<file path="src/rtl/cond_gen_elastic_pipe.sv">
// Valid/ready elastic buffer: zero-depth bypass, bubble-collapsing register chain, or circular FIFO.
// Define COND_GEN_ELASTIC_PIPE_STATS_EN to add stall/transfer counters (stats_clr, stall_cnt, xfer_cnt).
module cond_gen_elastic_pipe #(
    parameter int unsigned WIDTH = 8,
    parameter int unsigned DEPTH = 2,
    parameter int unsigned MODE  = 0,
    localparam int unsigned LW   = ($clog2(DEPTH + 1) < 1) ? 1 : $clog2(DEPTH + 1)
) (
    input  logic             clk,
    input  logic             rst,
    input  logic             flush,
    input  logic             in_valid,
    output logic             in_ready,
    input  logic [WIDTH-1:0] in_data,
    output logic             out_valid,
    input  logic             out_ready,
    output logic [WIDTH-1:0] out_data,
    output logic [LW-1:0]    level
`ifdef COND_GEN_ELASTIC_PIPE_STATS_EN
    ,
    input  logic             stats_clr,
    output logic [15:0]      stall_cnt,
    output logic [15:0]      xfer_cnt
`endif
);

    if (DEPTH == 0) begin : g_bypass
        logic unused_bypass;

        assign out_valid     = in_valid;
        assign out_data      = in_data;
        assign in_ready      = out_ready;
        assign level         = '0;
        assign unused_bypass = ^{clk, rst, flush};

    end else if (MODE == 0) begin : g_chain
        logic [DEPTH-1:0] v_q;
        logic [DEPTH-1:0] v_d;
        logic [DEPTH-1:0] rdy;
        logic [WIDTH-1:0] d_q [DEPTH];

        // A stage may load when it is empty or anything downstream of it can move.
        always_comb begin
            logic acc;
            acc = out_ready;
            rdy = '0;
            for (int i = int'(DEPTH) - 1; i >= 0; i--) begin
                acc    = acc | ~v_q[i];
                rdy[i] = acc;
            end
        end

        always_comb begin
            v_d = v_q;
            if (rdy[0]) v_d[0] = in_valid;
            for (int i = 1; i < int'(DEPTH); i++) begin
                if (rdy[i]) v_d[i] = v_q[i-1];
            end
            if (flush) v_d = '0;
        end

        always_ff @(posedge clk) begin
            if (rst) v_q <= '0;
            else     v_q <= v_d;
        end

        always_ff @(posedge clk) begin
            if (rdy[0]) d_q[0] <= in_data;
            for (int i = 1; i < int'(DEPTH); i++) begin
                if (rdy[i]) d_q[i] <= d_q[i-1];
            end
        end

        assign in_ready  = rdy[0] & ~flush;
        assign out_valid = v_q[DEPTH-1] & ~flush;
        assign out_data  = d_q[DEPTH-1];
        assign level     = LW'($countones(v_q));

    end else if (MODE == 1) begin : g_fifo
        localparam int unsigned PW = (DEPTH > 1) ? $clog2(DEPTH) : 1;

        logic [WIDTH-1:0] mem_q [DEPTH];
        logic [PW-1:0]    wr_ptr_q, wr_ptr_d;
        logic [PW-1:0]    rd_ptr_q, rd_ptr_d;
        logic [LW-1:0]    cnt_q, cnt_d;
        logic             push, pop;

        function automatic logic [PW-1:0] wrap_inc(input logic [PW-1:0] p);
            return (p == PW'(DEPTH - 1)) ? '0 : p + PW'(1);
        endfunction

        assign in_ready  = (cnt_q < LW'(DEPTH)) && !flush;
        assign out_valid = (cnt_q != '0) && !flush;
        assign out_data  = mem_q[rd_ptr_q];
        assign level     = cnt_q;
        assign push      = in_valid && in_ready;
        assign pop       = out_valid && out_ready;

        always_comb begin
            wr_ptr_d = wr_ptr_q;
            rd_ptr_d = rd_ptr_q;
            cnt_d    = cnt_q;
            if (push) wr_ptr_d = wrap_inc(wr_ptr_q);
            if (pop)  rd_ptr_d = wrap_inc(rd_ptr_q);
            if (push && !pop)      cnt_d = cnt_q + LW'(1);
            else if (pop && !push) cnt_d = cnt_q - LW'(1);
            if (flush) begin
                wr_ptr_d = '0;
                rd_ptr_d = '0;
                cnt_d    = '0;
            end
        end

        always_ff @(posedge clk) begin
            if (rst) begin
                wr_ptr_q <= '0;
                rd_ptr_q <= '0;
                cnt_q    <= '0;
            end else begin
                wr_ptr_q <= wr_ptr_d;
                rd_ptr_q <= rd_ptr_d;
                cnt_q    <= cnt_d;
            end
        end

        always_ff @(posedge clk) begin
            if (push) mem_q[wr_ptr_q] <= in_data;
        end

    end else begin : g_bad_mode
        $error("cond_gen_elastic_pipe: MODE must be 0 (chain) or 1 (FIFO)");
    end

`ifdef COND_GEN_ELASTIC_PIPE_STATS_EN
    logic [15:0] stall_cnt_q;
    logic [15:0] xfer_cnt_q;

    // Stall count saturates, transfer count wraps; clear beats a same-cycle event.
    always_ff @(posedge clk) begin
        if (rst || stats_clr) begin
            stall_cnt_q <= '0;
            xfer_cnt_q  <= '0;
        end else begin
            if (out_valid && !out_ready && (stall_cnt_q != 16'hFFFF)) stall_cnt_q <= stall_cnt_q + 16'd1;
            if (out_valid && out_ready) xfer_cnt_q <= xfer_cnt_q + 16'd1;
        end
    end

    assign stall_cnt = stall_cnt_q;
    assign xfer_cnt  = xfer_cnt_q;
`endif

    if (DEPTH > 0) begin : g_chk
        a_level_bound: assert property (@(posedge clk) disable iff (rst) level <= LW'(DEPTH));
        a_data_hold:   assert property (@(posedge clk) disable iff (rst)
                                        (out_valid && !out_ready) |=> $stable(out_data));
    end

endmodule
</file>
<file path="config.mk">
export PLATFORM = sky130hd
export DESIGN_NAME = cond_gen_elastic_pipe
export DESIGN_NICKNAME = d
export VERILOG_FILES = /design/src/rtl/cond_gen_elastic_pipe.sv
export SDC_FILE = /design/constraint.sdc
export NUM_CORES = 1
export LEC_CHECK = 0
export ABC_AREA = 0
export CAP_MARGIN = 20
export CORE_UTILIZATION = 40
export DETAILED_ROUTE_END_ITERATION = 10
export DONT_BUFFER_PORTS = 1
export PLACE_DENSITY = 0.63
export SYNTH_ARGS = -nofsm -noshare
export SYNTH_HDL_FRONTEND = slang
export SYNTH_SLANG_ARGS = --single-unit
</file>
<file path="constraint.sdc">
create_clock -name clk -period 2.9 [get_ports clk]
set_clock_uncertainty 0.2 [all_clocks]
set_input_delay 0 -clock clk [delete_from_list [all_inputs] [get_ports clk]]
set_output_delay 0 -clock clk [all_outputs]
set_load 0.005 [all_outputs]
</file>
==> flow_summary.ini, run 1 <==
[run_status]
outcome = complete, no violations

[synth]
synth_seq_cells = 18
yosys_warnings = 0
syn_inst = 35
postSynthAreaPerCell_um2 = 18.98
post-synth-top-area-cell = edfxtp_1
synthDistinctLibCells = 9
synth.top_cells.by_area = edfxtp_1 (72%), buf_4 (9.0%), dfxtp_1 (6.0%)
synth_top_area_share_pct = 72.32
syn_nets = 49
synthesis.area_um2 = 664.4
yosysSeqAreaShare_pct = 78.34

[drt]
drtAntennaViolNets = 0
wl_per_cell_um = 12.75
avgViaCountPerCell = 4.767
drc = 0
first_pass_iters = 2
wl_um = 765
initialDrtViolationCount = 4
route.vias.total = 286

[placement]
port_buffers = 0
place_inst = 43
dpl_cell_area_um2 = 624.3
routabilityCongestion = 0.6271
place_ws_ns = 1.670

[cts]
clkTransAtPathRegs_ns = 0.09
clk_latency_ns = 0.28
cts_hold_buf = 13
clk_path_buf_depth = 2
cts_made_buffers = 3
root_buffer = clkbuf_4
htreeDepth = 1
clkSinkCount = 18
cts_tree = yes
cts_setup_buffers = 0
cts_resized = 0

[setup_path]
start_kind = register
critPathKind = reg -> reg
end_kind = register
crit_slowest_cell = dlygate4sd3_1
cpPeakStageDelay_ns = 0.56
cp_max_fo = 9
worstPathRequired_ns = 2.93
crit_family = buffers and inverters
cp.arrival_ns = 1.81
path_buf_inv = 1
worstPathCellList = nand2b_1 -> a211oi_2 -> dlygate4sd3_1

[sta]
drv_slew = 0
fmax_mhz = 562.1
relSlewSlack_pct = 72.75
hold_violations = 0
rsz0062_at_grt = no
tns_ns = 0
setup_viol = 0
finalCriticalPeriod_ns = 1.779
tightest_slew_ns = 0.4088
layout_setup_ws_ns = 1.121
period_share_pct = 61.35

[grt]
grt_usage_pct = 10.48
grt_pass1_wl_um = 1297
grt_max_degree = 11
first_global_vias = 310
grt_overflow = 0
antenna_found_initial = 0

[die]
io_pins = 25
rows = 14
die_w_um = 42.76
dieArea_mm2 = 0.001828
initial_core_util_pct = 43.60
dieHeight_um = 42.76
core_area_mm2 = 0.001524

[layout]
final_core_util_pct = 51.23
fin_area_um2 = 780.7
finalNetCount = 59
diodes = 0
seq_area_um2 = 520.5
area_delta_synth_final_pct = 17.51
nFillCells = 127
multi_input_area_um2 = 76.32
drive_above_1_share_pct = 13.64
instances_no_fill = 60

[pwr]
p_per_area_mw_per_mm2 = 559.2
power.leakage_uw = 0.0003169
peakVddDrop_uv = 375.9

[run]
drv_cap = 0

[min_path]
hold_path_class = in -> reg
-- cell families after synthesis --
kind of cell    after synthesis  synth area share [%]
buf+inv                      10                 10.17
compound gates                2                 3.766
flops                        18                 78.34
fa+ha+maj                     1                 1.883
simple gates                  4                 5.838
-- report_power, final --
group          switching (uW)  internal, uW
Clock                    67.1          49.9
Sequential               5.83           295
Combinational            5.23          13.2
Total                    78.2           358
-- synthesized netlist by cell type --
master	number
buf_4	8
inv_1	2
nand2b_1	1
nand3b_4	1
ha_1	1
nor2b_1	2
dfxtp_1	2
a211oi_2	2
edfxtp_1	16
-- placed cells by master, fill, tap and decap left out --
master,instances
dfxtp_1,2
clkbuf_4,3
a211oi_2,2
nand3b_4,1
nor2b_1,2
inv_1,2
edfxtp_1,16
ha_1,1
clkinv_1,1
dlygate4sd3_1,13
nand2b_1,1
-- area by class of cell --
type / instances / share of cell area [%]
clock inverter: 1 / 0.4808
tap: 16 / 2.564
timing repair buffer: 13 / 16.67
inverter: 2 / 0.9615
clock buffer: 3 / 2.885
multi-input combinational: 7 / 9.776
sequential: 18 / 66.67
-- stage by stage --
step / total power [uW] / hold slack (ns)
3_3_place_gp: 311.6 / -0.1643
3_5_place_dp: 312.5 / -0.1659
5_1_grt: 458.9 / 0.09507
4_1_cts: 441.3 / 0.06687
6_report: 436.6 / 0.06111
2_1_floorplan: 318.2 / -0.1698
-- path summary, 6_finish.rpt --
kind	depth (start not counted)	to	slack, ns	startpoint
worst min register to register	0	g_chain.d_q[0][9]$_DFFE_PP_	0.23	g_chain.d_q[0][1]$_DFFE_PP_
worst max register to register	3	g_chain.v_q[1]$_SDFFE_PP0P_	1.12	g_chain.v_q[1]$_SDFFE_PP0P_
worst min-delay path	1	g_chain.d_q[0][15]$_DFFE_PP_	0.06	out_ready
worst max-delay path	3	g_chain.v_q[1]$_SDFFE_PP0P_	1.12	g_chain.v_q[1]$_SDFFE_PP0P_
-- state kept, by name, summed over array words and instances, names as in the netlist --
| name | count |
|---|---|
| g_chain.v_q | 2 |
| g_chain.d_q | 16 |
-- per-layer routing --
layer	vias up	global-route usage [%]	wire length, um
met5	-	0	0
met4	0	7.500	17
met3	2	4.255	91
met2	21	17.27	390
met1	125	10.53	265
li1	138	-	-
(Power assumes the default switching activity.)
==> run 2, diff against run 1 <==
ABC_AREA = 1   (was 0)
PLACE_DENSITY = 0.65   (was 0.63)
clock period = 1.6 ns   (was 2.9 ns; I/O delays follow)
==> run 2 against run 1 <==
  * Clock power is 75% higher
  * Sequential power is 81% higher
  * Via count is 6.6% higher
  * Synthesized area is 1.1% lower
  * Final cell count is 6.7% higher
  * Register-to-register slack worse by 0.70 ns
  * Die area is 1.1% lower
  * Wire length is 22% higher
  * Largest cell class unchanged
  * Highest routed layer unchanged
==> flow_summary.ini, run 2 <==
[drt]
avgViaCountPerCell = 4.766
initialDrtViolationCount = 4
wl_um = 930
drtAntennaViolNets = 0
first_pass_iters = 3
wl_per_cell_um = 14.53
drc = 0
route.vias.total = 305

[synth]
syn_nets = 54
synth_seq_cells = 18
synth_edf_count = 16
synthDistinctLibCells = 11
post-synth-top-area-cell = edfxtp_1
synth_flop_cell = edfxtp_1
synthesis.area_um2 = 656.9
async_reset_ff_share_pct = 0
syn_inst = 40
synth_top_area_share_pct = 73.14
synth.top_cells.by_area = edfxtp_1 (73%), buf_4 (9.1%), dfxtp_1 (6.1%)
synth_common_cells = edfxtp_1 (16), buf_4 (8), inv_1 (5)
yosys_warnings = 0
yosysSeqAreaShare_pct = 79.24
synth.most_common_cell = edfxtp_1
postSynthAreaPerCell_um2 = 16.42

[die]
dieArea_mm2 = 0.001808
io_pins = 25
core_area_mm2 = 0.001524
dieHeight_um = 42.53
rows = 14
initial_core_util_pct = 43.10
die_w_um = 42.53

[cts]
cts_made_buffers = 3
clk_latency_ns = 0.28
clkSinkCount = 18
htreeDepth = 1
cts_resized = 0
cts_tree = yes
root_buffer = clkbuf_4
clkTransAtPathRegs_ns = 0.08
clk_path_buf_depth = 2

[sta]
layout_setup_ws_ns = 0.1665
tightest_slew_ns = 0.3185
relSlewSlack_pct = 78.71
drv_slew = 0
rsz0062_at_grt = no
hold_violations = 0
fmax_mhz = 697.6
finalCriticalPeriod_ns = 1.433
setup_viol = 0
tns_ns = 0
period_share_pct = 89.59

[grt]
first_global_vias = 356
grt_pass1_wl_um = 1552
antenna_found_initial = 0
grt_overflow = 0
grt_usage_pct = 12.74
grt_max_degree = 11

[setup_path]
end_kind = register
critPathKind = in -> reg
worstPathRequired_ns = 1.61
cp.arrival_ns = 1.45
cp_max_fo = 2
start_kind = primary input

[pwr]
power_frac_comb_pct = 4.7
power.leakage_uw = 0.0002971
clkPwrFrac_pct = 26.1
p_sw_share_pct = 17.83
power_switching_uw = 140.4
pwr-share-seq_pct = 69.3
p_int_uw = 647.0
p_per_area_mw_per_mm2 = 1023
power_uw = 787.3
peakVddDrop_uv = 568.8

[run]
drv_cap = 0

[layout]
instances_no_fill = 64
seq_area_um2 = 520.5
nFillCells = 125
layout_common_cells = edfxtp_1 (16), dlygate4sd3_1 (13), inv_1 (5)
largest_register = g_chain.d_q
largest_reg_flops = 16
reg_top3 = g_chain.d_q x16, g_chain.v_q x2
final_common_cell = edfxtp_1
area_delta_synth_final_pct = 17.14
drive_above_1_share_pct = 10.42
diodes = 0
finalNetCount = 64
multi_input_area_um2 = 57.56

[run_status]
outcome = complete, no violations

[placement]
port_buffers = 0
place_ws_ns = 0.4144
routabilityCongestion = 0.6285
place_inst = 48

[min_path]
hold_path_class = in -> reg
-- run 2: changes by cell type in the layout (fill, tap and decap cells not counted) --
cell      before  now
a211oi_2       2    0
a21oi_1        0    1
a21oi_2        0    1
clkinv_1       1    0
inv_1          2    5
nand2_1        0    2
nand2b_1       1    0
nand3_2        0    1
nand3b_4       1    0
nor2_1         0    2
nor2b_1        2    0
or2_1          0    1
-- run 2: repair_timing --
action | CTS | global route
hold buffers | 13 | 0
endpoints found under the hold margin | 20 | 0
setup buffers | 0 | 0
-- run 2: logic make-up (layout without fill, tap and decap cells) --
kind of cell	count (synthesis)	count (layout)	share of synthesized area (%)
AO/OA/AOI/OAI	2	2	2.095
adder cells (fa/ha/maj)	1	1	1.904
buffers and inverters	13	21	12.00
flip-flops	18	18	79.24
AND/OR/NAND/NOR	6	6	4.763
-- run 2: worst max-delay path, cell delays in order --
cell and delay (ns):
dlygate4sd3_1 0.53, or2_1 0.20, dlygate4sd3_1 0.59, nor2_1 0.13
-- run 2: per-layer routing --
metal / track usage, % / vias to the layer above / wire length (um)
met4: 11.25 / 0 / 12
li1: - / 146 / -
met1: 9.593 / 141 / 285
met5: 0 / - / 0
met3: 4.310 / 2 / 63
met2: 24.00 / 16 / 568
-- run 2: metrics by stage --
stage	instance area [um^2]	util [%]	hold slack (ns)
after floorplan	656.9	-	-0.1689
after global placement	616.8	40.48	-0.1636
after detailed placement	616.8	40.48	-0.1648
after CTS	769.5	50.49	0.1244
after global routing	769.5	50.49	0.1325
final	769.5	50.49	0.1403
-- run 2: final cells by class --
| type | count | area share (%) |
|---|---|---|
| flip-flops and latches | 18 | 67.64 |
| repair buffers | 13 | 16.91 |
| multi-input cells | 9 | 7.480 |
| clock buffers | 3 | 2.927 |
| well taps | 16 | 2.602 |
| inverters | 5 | 2.439 |
-- run 2: final timing paths --
path                                                  start                     endpoint  slack (ns)  cells past startpoint
worst max register to register  g_chain.v_q[1]$_SDFFE_PP0P_  g_chain.d_q[0][5]$_DFFE_PP_        0.42                      1
worst min-delay path                             in_data[4]  g_chain.d_q[0][4]$_DFFE_PP_        0.14                      1
worst min register to register  g_chain.d_q[0][1]$_DFFE_PP_  g_chain.d_q[0][9]$_DFFE_PP_        0.23                      0
worst max-delay path                                    rst  g_chain.v_q[1]$_SDFFE_PP0P_        0.17                      4
-- run 2: power groups by stage --
stage          clock, uW  sequential (uW)  combinational, uW
5_1_grt              236              549               39.8
3_3_place_gp           0              556               9.63
3_5_place_dp           0              558               11.0
2_1_floorplan          0              551               26.3
6_report             205              545               36.7
4_1_cts              216              547               36.0
==> run 3, diff against run 2 <==
REMOVE_ABC_BUFFERS = 1   (was unset)
==> run 3 against run 2 <==
  * First-iteration DRC count up 25%
  * Power grew 1.4%
  * Non-clock buffer count stayed put
  * Final cell count rose by 1.6%
  * Die area did not move
  * Worst hold slack lost 0.0019 ns
  * Sequential share of layout area shrank 0.33 points
  * Maximum frequency increased by 4.5%
  * Via count up 3.9%
  * Critical path depth did not move
  * Count of clock-buffer cells in the layout unchanged
  * Global-route usage is 2.4 points lower
==> flow_summary.ini, run 3 (same netlist as run 2, synthesis figures left out) <==
[sta]
tns_ns = 0
drv_slew = 0
finalCriticalPeriod_ns = 1.371
period_share_pct = 85.71
fmax_mhz = 729.2
relSlewSlack_pct = 78.43
layout_setup_ws_ns = 0.2286
rsz0062_at_grt = no
fin_hold_ws_ns = 0.1384
hold_violations = 0
tightest_slew_ns = 0.3227
setup_viol = 0

[placement]
port_buffers = 0
routabilityCongestion = 0.5872
dpl.hpwl_um = 596.8
dpl_cell_area_um2 = 616.8
place_ws_ns = 0.4191

[layout]
largest_reg_flops = 16
seq_area_um2 = 520.5
fin_area_um2 = 773.2
diodes = 0
multi_input_area_um2 = 57.56
final_common_cell = edfxtp_1
finalNetCount = 64
nFillCells = 121
area_delta_synth_final_pct = 17.71
largest_register = g_chain.d_q
layout_common_cells = edfxtp_1 (16), dlygate4sd3_1 (13), inv_1 (5)
reg_top3 = g_chain.d_q x16, g_chain.v_q x2
drive_above_1_share_pct = 10.20

[setup_path]
crit_slowest_cell = dlygate4sd3_1
worstPathRequired_ns = 1.62
end_kind = register
worstPathCellList = dlygate4sd3_1 -> or2_1 -> dlygate4sd3_1 -> a21oi_2
cp_max_fo = 2
cpMostUsedCell = dlygate4sd3_1
cpPeakStageDelay_ns = 0.58
start_kind = primary input
cp.arrival_ns = 1.39
critPathKind = in -> reg

[pwr]
power_uw = 798.1
power.leakage_uw = 0.0002987
p_per_area_mw_per_mm2 = 1032
peakVddDrop_uv = 473.0

[grt]
antenna_found_initial = 0
grt_pass1_wl_um = 1317
first_global_vias = 319
grt_overflow = 0
grt_usage_pct = 10.36
grt_max_degree = 11

[die]
rows = 14
core_area_mm2 = 0.001524
die_w_um = 42.53
initial_core_util_pct = 43.10
io_pins = 25
dieArea_mm2 = 0.001808
dieHeight_um = 42.53

[drt]
wl_per_cell_um = 13.29
route.vias.total = 317
drtAntennaViolNets = 0
avgViaCountPerCell = 4.877
wl_um = 864
first_pass_iters = 4
initialDrtViolationCount = 5
drc = 0

[cts]
clkTransAtPathRegs_ns = 0.10
root_buffer = clkbuf_4
clk_latency_ns = 0.28
htreeDepth = 1
clkSinkCount = 18
cts_tree = yes
cts_resized = 0
clk_path_buf_depth = 2
cts_made_buffers = 3

[min_path]
hold_path_class = in -> reg

[run_status]
outcome = complete, no violations

[run]
drv_cap = 0
==> run 3: changes by cell type in the layout (fill, tap and decap cells not counted) <==
cell,before,now
clkinv_1,0,1
==> run 3: routing by layer <==
layer  track usage (%)  wire length (um)  vias to the layer above
li1                  -                 -                      146
met1             7.558               330                      148
met2             20.00               445                       21
met3             6.034                81                        2
met4             5.000                 7                        0
met5                 0                 0                        -
==> run 3: worst max-delay path, delay by kind of cell <==
kind | cells | cell delay, ns
buf+inv | 2 | 1.10
simple gates | 1 | 0.19
compound gates | 1 | 0.10
==> run 3: path summary, 6_finish.rpt <==
kind	from	endpoint	slack, ns	depth (start not counted)
max	rst	g_chain.v_q[0]$_SDFFE_PP0P_	0.23	4
min	in_data[6]	g_chain.d_q[0][6]$_DFFE_PP_	0.14	1
max reg2reg	g_chain.v_q[1]$_SDFFE_PP0P_	g_chain.d_q[0][2]$_DFFE_PP_	0.41	1
min reg2reg	g_chain.d_q[0][5]$_DFFE_PP_	g_chain.d_q[0][13]$_DFFE_PP_	0.23	0
==> run 3: layout make-up <==
type                            instances  share of cell area (%)
Sequential cell                        18                   67.31
Timing Repair Buffer                   13                   16.83
Multi-Input combinational cell          9                   7.443
Clock buffer                            3                   2.913
Tap cell                               16                   2.589
Inverter                                5                   2.427
Clock inverter                          1                  0.4854
==> run 3: where the power goes <==
part | internal (uW) | switching [uW]
Combinational | 24.6 | 11.4
Clock | 90.3 | 126
Sequential | 535 | 10.3
==> run 3: through the flow <==
stage / utilization, % / cells
floorplan: - / 32
global placement: 40.48 / 48
detailed placement: 40.48 / 48
CTS: 50.74 / 65
global route: 50.74 / 65
finish: 50.74 / 65
==> run 3: what timing repair did <==
item / 4_1_cts / 5_1_grt
hold endpoints to repair: 20 / 0
hold buffers: 13 / 0
buffers inserted: 0 / 0
